[config.mk]
export PLATFORM = sky130hd
export DESIGN_NAME = shot_clock_ctrl
export DESIGN_NICKNAME = d
export VERILOG_FILES = /design/src/rtl/shot_clock_pkg.sv /design/src/rtl/shot_clock_ctrl_seg7_dec.sv /design/src/rtl/shot_clock_ctrl.sv
export SDC_FILE = /design/constraint.sdc
export NUM_CORES = 1
export LEC_CHECK = 0
export CAP_MARGIN = 20
export CORE_MARGIN = 2
export CORE_UTILIZATION = 45
export CTS_CLUSTER_DIAMETER = 120
export DETAILED_ROUTE_END_ITERATION = 12
export HOLD_SLACK_MARGIN = 0.05
export PLACE_DENSITY = 0.8
export SLEW_MARGIN = 30
export SYNTH_ARGS = -nofsm -noshare
export SYNTH_HDL_FRONTEND = slang
export SYNTH_SLANG_ARGS = --single-unit
[constraint.sdc]
create_clock -name CP -period 3.1 [get_ports CP]
set_input_delay 0.93 -clock CP [delete_from_list [all_inputs] [get_ports CP]]
set_output_delay 0.93 -clock CP [all_outputs]
set_load 0.05 [all_outputs]
[src/rtl/shot_clock_pkg.sv]
// Shared types, 7-segment table and BCD helpers for the shot clock.
package shot_clock_pkg;

  typedef enum logic [1:0] {
    ST_IDLE    = 2'd0,
    ST_RUN     = 2'd1,
    ST_EXPIRED = 2'd2
  } state_e;

  localparam int MAX_DIGITS = 4;

  // {a,b,c,d,e,f,g}, a in bit 6; entry k is digit k
  localparam logic [9:0][6:0] SEG_TBL = {
    7'h7B, 7'h7F, 7'h70, 7'h5F, 7'h5B,
    7'h33, 7'h79, 7'h6D, 7'h30, 7'h7E
  };

  function automatic logic [4*MAX_DIGITS-1:0] int_to_bcd(input int value, input int ndig);
    logic [4*MAX_DIGITS-1:0] res;
    int v;
    res = '0;
    v   = value;
    for (int i = 0; i < MAX_DIGITS; i++) begin
      if (i < ndig) begin
        res[4*i +: 4] = 4'(v % 10);
        v = v / 10;
      end
    end
    return res;
  endfunction

  // Ripple-borrow decrement; caller guarantees a nonzero input.
  function automatic logic [4*MAX_DIGITS-1:0] bcd_dec(input logic [4*MAX_DIGITS-1:0] v, input int ndig);
    logic [4*MAX_DIGITS-1:0] res;
    logic borrow;
    res    = v;
    borrow = 1'b1;
    for (int i = 0; i < MAX_DIGITS; i++) begin
      if (i < ndig && borrow) begin
        if (v[4*i +: 4] == 4'd0) begin
          res[4*i +: 4] = 4'd9;
        end else begin
          res[4*i +: 4] = v[4*i +: 4] - 4'd1;
          borrow = 1'b0;
        end
      end
    end
    return res;
  endfunction

endpackage

[src/rtl/shot_clock_ctrl_seg7_dec.sv]
// One BCD digit to active-high 7 segments with active-low lamp test.
module seg7_dec
  import shot_clock_pkg::*;
(
  input  logic [3:0] bcd_i,
  input  logic       lt_n_i,
  output logic [6:0] seg_o
);

  always_comb begin
    seg_o = 7'h00;
    for (int k = 0; k < 10; k++) begin
      if (bcd_i == 4'(k)) seg_o = SEG_TBL[k];
    end
    if (!lt_n_i) seg_o = 7'h7F;
  end

endmodule

[src/rtl/shot_clock_ctrl.sv]
// BCD count-down shot clock with presets, warning, timed horn and latched 7-seg display.
module shot_clock_ctrl
  import shot_clock_pkg::*;
#(
  parameter int DIGITS       = 2,
  parameter int PRESET_FULL  = 24,
  parameter int PRESET_SHORT = 14,
  parameter int WARN_TH      = 5,
  parameter int TICK_DIV     = 10,
  parameter int HORN_CYCLES  = 20
) (
  input  logic                  CP,
  input  logic                  CR,
  input  logic                  CEP,
  input  logic                  CET,
  input  logic                  PE,
  input  logic                  RST_FULL,
  input  logic                  RST_SHORT,
  input  logic [4*DIGITS-1:0]   D,
  input  logic                  LT,
  input  logic                  LE,
  output logic [4*DIGITS-1:0]   num,
  output logic [7*DIGITS-1:0]   seg,
  output logic                  warning,
  output logic                  expired,
  output logic                  horn
);

  localparam int NW = 4*DIGITS;
  localparam int PW = $clog2(TICK_DIV);
  localparam int HW = $clog2(HORN_CYCLES+1);

  localparam logic [4*MAX_DIGITS-1:0] FULL16  = int_to_bcd(PRESET_FULL, DIGITS);
  localparam logic [4*MAX_DIGITS-1:0] SHORT16 = int_to_bcd(PRESET_SHORT, DIGITS);
  localparam logic [4*MAX_DIGITS-1:0] WARN16  = int_to_bcd(WARN_TH, DIGITS);
  localparam logic [NW-1:0] FULL_BCD  = FULL16[NW-1:0];
  localparam logic [NW-1:0] SHORT_BCD = SHORT16[NW-1:0];
  localparam logic [NW-1:0] WARN_BCD  = WARN16[NW-1:0];

  logic [NW-1:0] num_q, num_d, disp_q, d_clamp, dec_val;
  logic [4*MAX_DIGITS-1:0] dec_full;
  state_e        state_q, state_d;
  logic [PW-1:0] pre_q, pre_d;
  logic [HW-1:0] horn_q, horn_d;
  logic          warn_q, exp_q, en, load;

  assign en = CEP & CET;

  always_comb begin
    for (int i = 0; i < DIGITS; i++) begin
      d_clamp[4*i +: 4] = (D[4*i +: 4] > 4'd9) ? 4'd9 : D[4*i +: 4];
    end
  end

  assign dec_full = bcd_dec((4*MAX_DIGITS)'(num_q), DIGITS);
  assign dec_val  = dec_full[NW-1:0];

  always_comb begin
    num_d   = num_q;
    state_d = state_q;
    pre_d   = pre_q;
    horn_d  = (horn_q != '0) ? HW'(horn_q - 1'b1) : horn_q;
    load    = 1'b0;
    if (!PE) begin
      num_d = d_clamp;
      load  = 1'b1;
    end else if (RST_FULL) begin
      num_d = FULL_BCD;
      load  = 1'b1;
    end else if (RST_SHORT) begin
      // At or above the short preset the button is ignored for this edge
      if (num_q < SHORT_BCD) begin
        num_d = SHORT_BCD;
        load  = 1'b1;
      end
    end else begin
      case (state_q)
        ST_IDLE: if (en && num_q != '0) state_d = ST_RUN;
        ST_RUN: begin
          if (!en) begin
            state_d = ST_IDLE;
          end else if (pre_q == PW'(TICK_DIV-1)) begin
            pre_d = '0;
            num_d = dec_val;
            if (num_q == NW'(1)) begin
              state_d = ST_EXPIRED;
              horn_d  = HW'(HORN_CYCLES);
            end
          end else begin
            pre_d = pre_q + 1'b1;
          end
        end
        default: ;
      endcase
    end
    if (load) begin
      pre_d   = '0;
      state_d = ST_IDLE;
      horn_d  = '0;
    end
  end

  always_ff @(posedge CP or negedge CR) begin
    if (!CR) begin
      num_q   <= FULL_BCD;
      state_q <= ST_IDLE;
      pre_q   <= '0;
      horn_q  <= '0;
      warn_q  <= 1'b0;
      exp_q   <= 1'b0;
      disp_q  <= FULL_BCD;
    end else begin
      num_q   <= num_d;
      state_q <= state_d;
      pre_q   <= pre_d;
      horn_q  <= horn_d;
      warn_q  <= (num_d != '0) && (num_d <= WARN_BCD);
      exp_q   <= (state_d == ST_EXPIRED);
      if (!LE) disp_q <= num_d;
    end
  end

  // Latch holds BCD; decoding it combinationally equals a registered decode
  for (genvar g = 0; g < DIGITS; g++) begin : g_seg
    seg7_dec u_dec (
      .bcd_i  (disp_q[4*g +: 4]),
      .lt_n_i (LT),
      .seg_o  (seg[7*g +: 7])
    );
  end

  assign num     = num_q;
  assign warning = warn_q;
  assign expired = exp_q;
  assign horn    = (horn_q != '0);

endmodule
==> results of run 1 <==
[repair_timing]
| item | 4_1_cts | 5_1_grt |
|---|---|---|
| gates resized for setup | 0 | 2 |
| setup buffers | 0 | 0 |
| endpoints found under the setup margin | 0 | 2 |
[synthesized netlist by cell type (all sizes together), types with 5 or more instances]
master  instances  area share (%)
or3             6             2.0
inv            16             3.1
nand2          20             3.9
clkbuf          9             1.8
ha              6             3.9
nor3            9             2.4
o211ai          5             2.2
a21oi          21             5.5
dfrtp          25              33
o21ai          24             6.3
nand2b          6             2.0
nor2           22             4.3
[layout make-up]
class	instances	area (sq um)
repair buffers	52	623
inverters	16	60.1
clock inverters	1	5.00
fillers	328	1400
multi-input cells	172	1080
flip-flops and latches	29	731
well taps	50	62.6
clock buffers	7	96.3
[layer usage]
| metal | GRT usage [%] | part of all wire (%) | wire length [um] |
|---|---|---|---|
| met5 | 0 | 0 | 0 |
| met4 | 6.75 | 1.4 | 65 |
| met3 | 5.12 | 5.6 | 270 |
| met2 | 34.8 | 47 | 2250 |
| met1 | 29.0 | 46 | 2190 |
[where the power goes]
group,internal (mW),switching (mW)
Clock,0.200,0.143
Combinational,0.180,0.237
Sequential,0.406,0.0460
Total,0.786,0.425
[cell usage in the layout, fill, tap and decap left out, types with 5 or more instances in the layout]
master,instances
sky130_fd_sc_hd__ha_1,6
sky130_fd_sc_hd__buf_12,13
sky130_fd_sc_hd__o21ai_0,24
sky130_fd_sc_hd__buf_4,12
sky130_fd_sc_hd__clkbuf_8,7
sky130_fd_sc_hd__inv_1,16
sky130_fd_sc_hd__dfrtp_1,25
sky130_fd_sc_hd__nor2_1,22
sky130_fd_sc_hd__nand2_1,20
sky130_fd_sc_hd__or3_1,5
sky130_fd_sc_hd__nor3_1,9
sky130_fd_sc_hd__nand2b_1,6
sky130_fd_sc_hd__clkdlybuf4s50_1,26
sky130_fd_sc_hd__a21oi_1,21
[stage by stage]
stage          setup slack (ns)  TNS (ns)  hold WS (ns)  instances  utilization (%)
3_5_place_dp            -0.0976   -0.0976         0.547        319             62.7
5_1_grt                 -0.0115   -0.0115         0.574        327             65.4
4_1_cts                  0.0421         0         0.556        327             65.2
3_3_place_gp            0.00728         0         0.551        319             62.7
6_report                  0.167         0         0.556        327             65.4
2_1_floorplan            0.0832         0         0.529        228                -
[state kept, by name, summed over array words and instances (netlist names)]
| signal | count |
|---|---|
| disp_q | 8 |
| num | 8 |
| horn_q | 5 |
| pre_q | 4 |
| state_q | 2 |
| expired | 1 |
| warning | 1 |
[cells by family (layout without fill, tap and decap cells)]
group / after synthesis / in the layout / synth area share (%)
compound gates: 72 / 72 / 23.2
xor+xnor: 3 / 3 / 1.38
fa+ha+maj: 6 / 6 / 3.93
buf+inv: 27 / 76 / 5.76
flops: 29 / 29 / 38.2
mux: 4 / 4 / 2.29
simple gates: 87 / 87 / 25.2
[critical path: cells and delay by family]
| family | cells | cell delay, ns |
|---|---|---|
| AOI/OAI and AO/OA | 2 | 0.48 |
| and+or+nand+nor | 4 | 1.22 |
| buffers and inverters | 1 | 0.47 |
[worst max path at each step]
| stage | startpoint | to | slack, ns | cells after the start |
|---|---|---|---|---|
| global placement | CET | warning | 0.007 | 7 |
| floorplan | disp_q[2] | seg[3] | 0.08 | 5 |
| finish | CEP | warning | 0.17 | 7 |
| global route | CEP | warning | -0.01 | 7 |
| CTS | horn_q[0] | horn | 0.04 | 5 |
| detailed placement | CEP | warning | -0.1 | 7 |
==> results.md, run 1 <==
- The run finished with clean final reports.
- Between clock sinks in the finished design, the worst skew comes to 0.00364 ns.
- The routability-driven placement congestion ratio is 0.863.
- At the end of the flow, the number of nets in the layout was 299.
- The H-tree was split into 2 levels.
- The placement row count is 23.
- Across the run, the number of max-cap violations was 0.
- Cells with a size suffix above 1 make up 16.6% of the layout.
- The maximum number of pins on one net before global-route repair is 30.
- The slowest stage of the critical path belongs to the cell sky130_fd_sc_hd__or3_1.
- Along the worst path, the maximum fanout reaches 6.
- The via count of the first global-routing pass was 1,744.
- Sequential cells were found to cover 38.2% of the synthesized design area.
- In this run the cell area measured after placement is 0.00254 sq mm.
- 42 I/O pins were placed.
- The max-slew violation count is 0.
- The initial standard-cell utilization of the core is 47.1%.
- In this run, the number of DRC markers left after iteration 0 of detailed routing was 158.
- The path with the worst hold slack has its endpoint at disp_q[2].
- After detailed routing, the number of vias per cell comes to 5.66.
- Summing all non-filler instances in the final layout gives an area of 0.00265 sq mm.
- The layout overhead on the synthesized area is 38.9%.
- Input and output buffers added on the ports amount to 41.
- Total power for the finished layout comes to 1.21 mW.
- Counting cells, the worst reg-to-reg path comes to 8.
- The floorplan step defined a core boundary enclosing 0.00406 sq mm.
- The remaining routing DRC violations is 0.
- Traced cell by cell, the critical path runs through clkdlybuf4s50_1 -> nand4b_1 -> or3_1 -> nor4b_2 -> o32ai_1 -> nor3b_1 -> a2111oi_2.
- After global routing the overflow that remains totals 0.
- In this run the static leakage power is 1.13 nW.
- The kind of end point of the critical path is a flip-flop.
- The library cell used as clock root buffer is sky130_fd_sc_hd__clkbuf_8.
- The number of diodes added for antenna fixing is 0.
- STA classifies the critical path startpoint as a primary input.
- The wire length of the first global-routing pass is 8290 um.
- The count of flip-flops with a built-in enable after synthesis is 0.
- Hold repair after CTS inserted 0 buffers.
- The highest ir drop seen on vdd is 299 uV.
- The wire length per cell after detailed routing is 14.6 um.
- The endpoint identified for the worst register-to-register timing path is warning.
- For the worst setup path, the data required time is 3.27 ns.
- The start-to-end type of the worst setup path is primary input to flip-flop.
- The number of detailed-routing iterations run before antenna repair is 4.
- The final-report hold violation count is 0.
- Setup repair after global routing could not meet its margin everywhere.
- For the worst setup path, the data arrival time is 3.10 ns.
- The TritonCTS sink count is 29.
- In the synthesized netlist the async set-or-reset flop fraction comes to 100%.
- The fraction of the cycle the final worst path needs is 94.6%.
- The launch instance of the worst min-delay path is disp_q[2].
- The netlist area before placement is 0.00191 sq mm.
- The commonest register cell after synthesis is sky130_fd_sc_hd__dfrtp_1.
- Headroom to the max-slew limit came out at 57.9%.
- For this run, the number of Yosys warnings is 0.
- From left edge to right edge, the die measures 69.2 um.
- The final layout contains routed wiring with a total length of 4780 um.
- The total routing usage reported by global routing is 21.7%.
- The register bit total from synthesis is 29.
- The peak per-stage delay on the critical path is 0.49 ns.
- The number of different library cells used by synthesis comes to 46.
- Setup violations remaining at the end of the flow were counted as 0.
- The floorplan step set the die height to 69.2 um.
- Counting I/O delays and the setup requirement, the final critical path takes 2.93 ns.
- The die covers 0.00478 sq mm.
- The via count of the routed design is 1,852.
- TritonCTS built the clock tree.
- The HPWL reported at the end of detailed placement is 3500 um.
- The post-route antenna net violation count is 0.
- The count of mapped cells out of synthesis is 228.
- The origin of the critical flop-to-flop path is num[0].
- The mean instance size in the synthesized netlist is 8.38 sq um.
- At the pin with the least slew margin, the transition time is 0.625 ns.
- The worst min-delay path class is flip-flop to flip-flop.
- The number of antenna violations at the first check in global routing is 0.
- Along the worst hold path, the cell count comes to 2.
- Buffers inserted during clock tree synthesis total 5.
- The number of nets in the synthesized netlist is 251.
- The clock reaches the later pin of the worst-skew pair after 0.28 ns.
- The clock transition at the registers of the reported paths is 0.06 ns.
- For this design the ratio of total power to cell area is 456 mW/mm^2.
- The number of buffers on the longest clock path is 2.
- The flop-to-flop setup slack is 0.53 ns.
- The maximum frequency from static timing analysis is 341 MHz.
Power figures use the tool's default switching activity.
==> run 2, diff against run 1 <==
--- a/config.mk
+++ b/config.mk
@@ -6,7 +6,6 @@
 export NUM_CORES = 1
 export LEC_CHECK = 0
 export CAP_MARGIN = 20
-export CORE_MARGIN = 2
 export CORE_UTILIZATION = 45
 export CTS_CLUSTER_DIAMETER = 120
 export DETAILED_ROUTE_END_ITERATION = 12
==> results.md, run 2 (synthesized netlist as in run 1, its figures left out) <==
- The run finished with clean final reports.
- The post-CTS setup buffer count is 0.
- The standby leakage power is 1.16 nW.
- The via count of the first global-routing pass was 1,878.
- The critical path in this run is classified as primary input to primary output.
- The finished layout holds 332 standard cells, fillers aside.
- The routed wire length is 5080 um.
- The ratio of cells with drive above 1 in the final layout is 17.4%.
- The maximum number of pins on one net before global-route repair is 30.
- For the final routed database, the setup TNS stands at 0 ns.
- The worst clock skew on the final layout is 0.00472 ns.
- The initial standard-cell utilization of the core is 47.4%.
- For this run, design rule violations remaining after detail routing come to 0.
- The routed design uses 2590 um of met2 wire.
- In the detailed route, the total length drawn on met3 is 324 um.
- The cell count after placement is 324.
- The worst min-delay path class is flip-flop to flip-flop.
- Fill cells in the final layout number 331.
- After the first detailed-routing iteration, the DRC count stood at 126.
- The layout overhead on the synthesized area is 41.3%.
- The slew of the pin with the lowest slew margin is 0.704 ns.
- VDD sags by at most 256 uV.
- The count of boundary I/O pins is 42.
- In this run the deepest clock path goes through 2 buffers.
- Among all stages on the critical path, the largest delay is contributed by sky130_fd_sc_hd__clkdlybuf4s50_1.
- The critical path goes through clkdlybuf4s50_1 -> buf_12 -> o21ai_0 -> buf_12.
- The clock tree from TritonCTS is yes.
- The core box area is 0.00403 sq mm.
- The TritonCTS sink count is 29.
- The post-layout net count is 304.
- The area of all sequential standard cells is 731 sq um.
- In the global route stage, overall resource usage came out at 25.1%.
- The most common cell after layout, fill and taps aside is sky130_fd_sc_hd__clkdlybuf4s50_1.
- Cells fill 67.0% of the core in the end.
- The number of detailed-routing iterations run before antenna repair is 4.
- Setup repair after global routing left no endpoint under its margin.
- The fraction of power consumed by sequential logic is 35.3%.
- 0 antenna diodes ended up in the layout.
- The cell sitting at the root of the clock tree is a sky130_fd_sc_hd__clkbuf_8.
- The die is 67.2 um tall.
- Port buffering added 41 buffers.
- Summing all multi-input logic gate instances after layout gives 0.00107 sq mm.
- In this run the horizontal extent of the chip is 67.2 um.
- The power dissipated by switching net loads is 0.436 mW.
- At the end of routability-driven placement, the weighted congestion stood at 0.813.
- The total of hold buffers inserted after clock tree synthesis is 0.
- The proportion of power drawn by the clock network is 32.0%.
- The final-report hold violation count came to 0.
- In the layout the commonest cells are sky130_fd_sc_hd__clkdlybuf4s50_1 (26), sky130_fd_sc_hd__dfrtp_1 (25), sky130_fd_sc_hd__o21ai_0 (24), sky130_fd_sc_hd__nor2_1 (22), sky130_fd_sc_hd__a21oi_1 (21).
- The fraction of the cycle the final worst path needs is 94.0%.
- The top routing layer in use is met4.
- The die footprint is 0.00451 sq mm.
- Buffers inserted during clock tree synthesis total 5.
- For this block, wires on met1 add up to 2090 um.
- The first global-routing pass estimated 8430 um of wire.
- After detailed placement, the total cell area comes to 0.00258 sq mm.
- The number of antenna violations at the first check in global routing is 0.
- The placement row count is 23.
- STA classifies the critical path endpoint as a primary output.
- The relative max-transition margin is 52.7%.
- The areal power density over the cells is 476 mW/mm^2.
- The clock tree synthesis step divided the H-tree into 2 levels.
- The detailed router placed 1,944 vias in this run.
- The HPWL reported at the end of detailed placement is 3770 um.
- The startpoint kind of the worst setup timing path is a primary input.
- Data on the critical path arrives at its endpoint at 1.98 ns.
- The peak per-stage delay on the critical path is 0.52 ns.
- The time the final worst path needs with I/O delays and setup is 2.91 ns.
- The post-route antenna net violation count is 0.
- Clock-pin slew was measured on the worst setup and hold paths at 0.06 ns.
- The sum of overflow across all layers after global routing is 0.
- The maximum frequency from static timing analysis is 343 MHz.
- The final design area excluding fillers is 0.00270 sq mm.
- The clock reaches the later pin of the worst-skew pair after 0.28 ns.
- The max-slew violation count was 0.
- The internal power component is 0.850 mW.
- The final-layout worst hold slack is 0.565 ns.
- The fraction of power spent switching nets is 33.9%.
- The cell type with the highest occurrence count on the critical path is sky130_fd_sc_hd__buf_12.
- The count of final setup violators is 0.
- Of all nets on the critical path, the largest fanout is 14.
- The tool flagged a number of max-cap violations equal to 0.
- Using the TritonRoute via totals, the vias-per-cell ratio works out to 5.86.
- The share of total power in combinational logic is 32.7%.
- Dividing the detail-routed wire length by the instance count gives 15.3 um.
- The endpoint required time on the critical path is 2.17 ns.
[run 2: cell types whose count changed in the layout (fill, tap and decap cells not counted), sizes merged]
cell / change
buf: +5
clkinv: -1
bufinv: +1
[run 2: layout make-up]
| class | count | share of cell area [%] |
|---|---|---|
| Tap cell | 50 | 2.32 |
| Multi-Input combinational cell | 172 | 39.6 |
| Clock buffer | 7 | 3.20 |
| Clock inverter | 1 | 1.11 |
| Sequential cell | 29 | 27.1 |
| Timing Repair Buffer | 57 | 24.5 |
| Inverter | 16 | 2.22 |
[run 2: stage by stage]
stage                     setup WS (ns)  power [mW]
final                             0.186        1.29
after CTS                        0.0175        1.29
after floorplan                  0.0832       0.678
after global placement           0.0690       0.866
after global routing              0.134        1.34
after detailed placement         0.0132       0.877
[run 2: per-layer routing]
metal	vias up	GRT usage (%)
met3	10	6.76
met5	-	0
met1	929	29.9
li1	925	-
met2	80	42.1
met4	0	10.9
[run 2: power by group through the flow]
stage | clock network [mW] | logic [mW] | registers [mW]
4_1_cts | 0.412 | 0.422 | 0.452
5_1_grt | 0.436 | 0.447 | 0.459
3_3_place_gp | 0 | 0.410 | 0.456
3_5_place_dp | 0 | 0.419 | 0.459
2_1_floorplan | 0 | 0.211 | 0.467
6_report | 0.411 | 0.420 | 0.455
[run 2: worst paths after layout]
check / start / to / slack, ns / depth (start not counted)
worst max register to register: num[0] / warning / 0.59 / 8
max in group asynchronous: CR / disp_q[5] / 1.75 / 2
min in group asynchronous: CR / pre_q[1] / 1.02 / 2
worst min-delay path: disp_q[2] / disp_q[2] / 0.56 / 2
worst max-delay path: LT / seg[0] / 0.19 / 4
worst min register to register: disp_q[2] / disp_q[2] / 0.56 / 2
[run 2: critical path: cells and delay by family]
family          cells  cell delay (ns)
buf+inv             3             0.87
compound gates      1             0.18
[run 2: timing repair]
item,CTS,global route
gates resized for setup,0,1
endpoints found under the setup margin,0,1
hold endpoints to repair,0,0
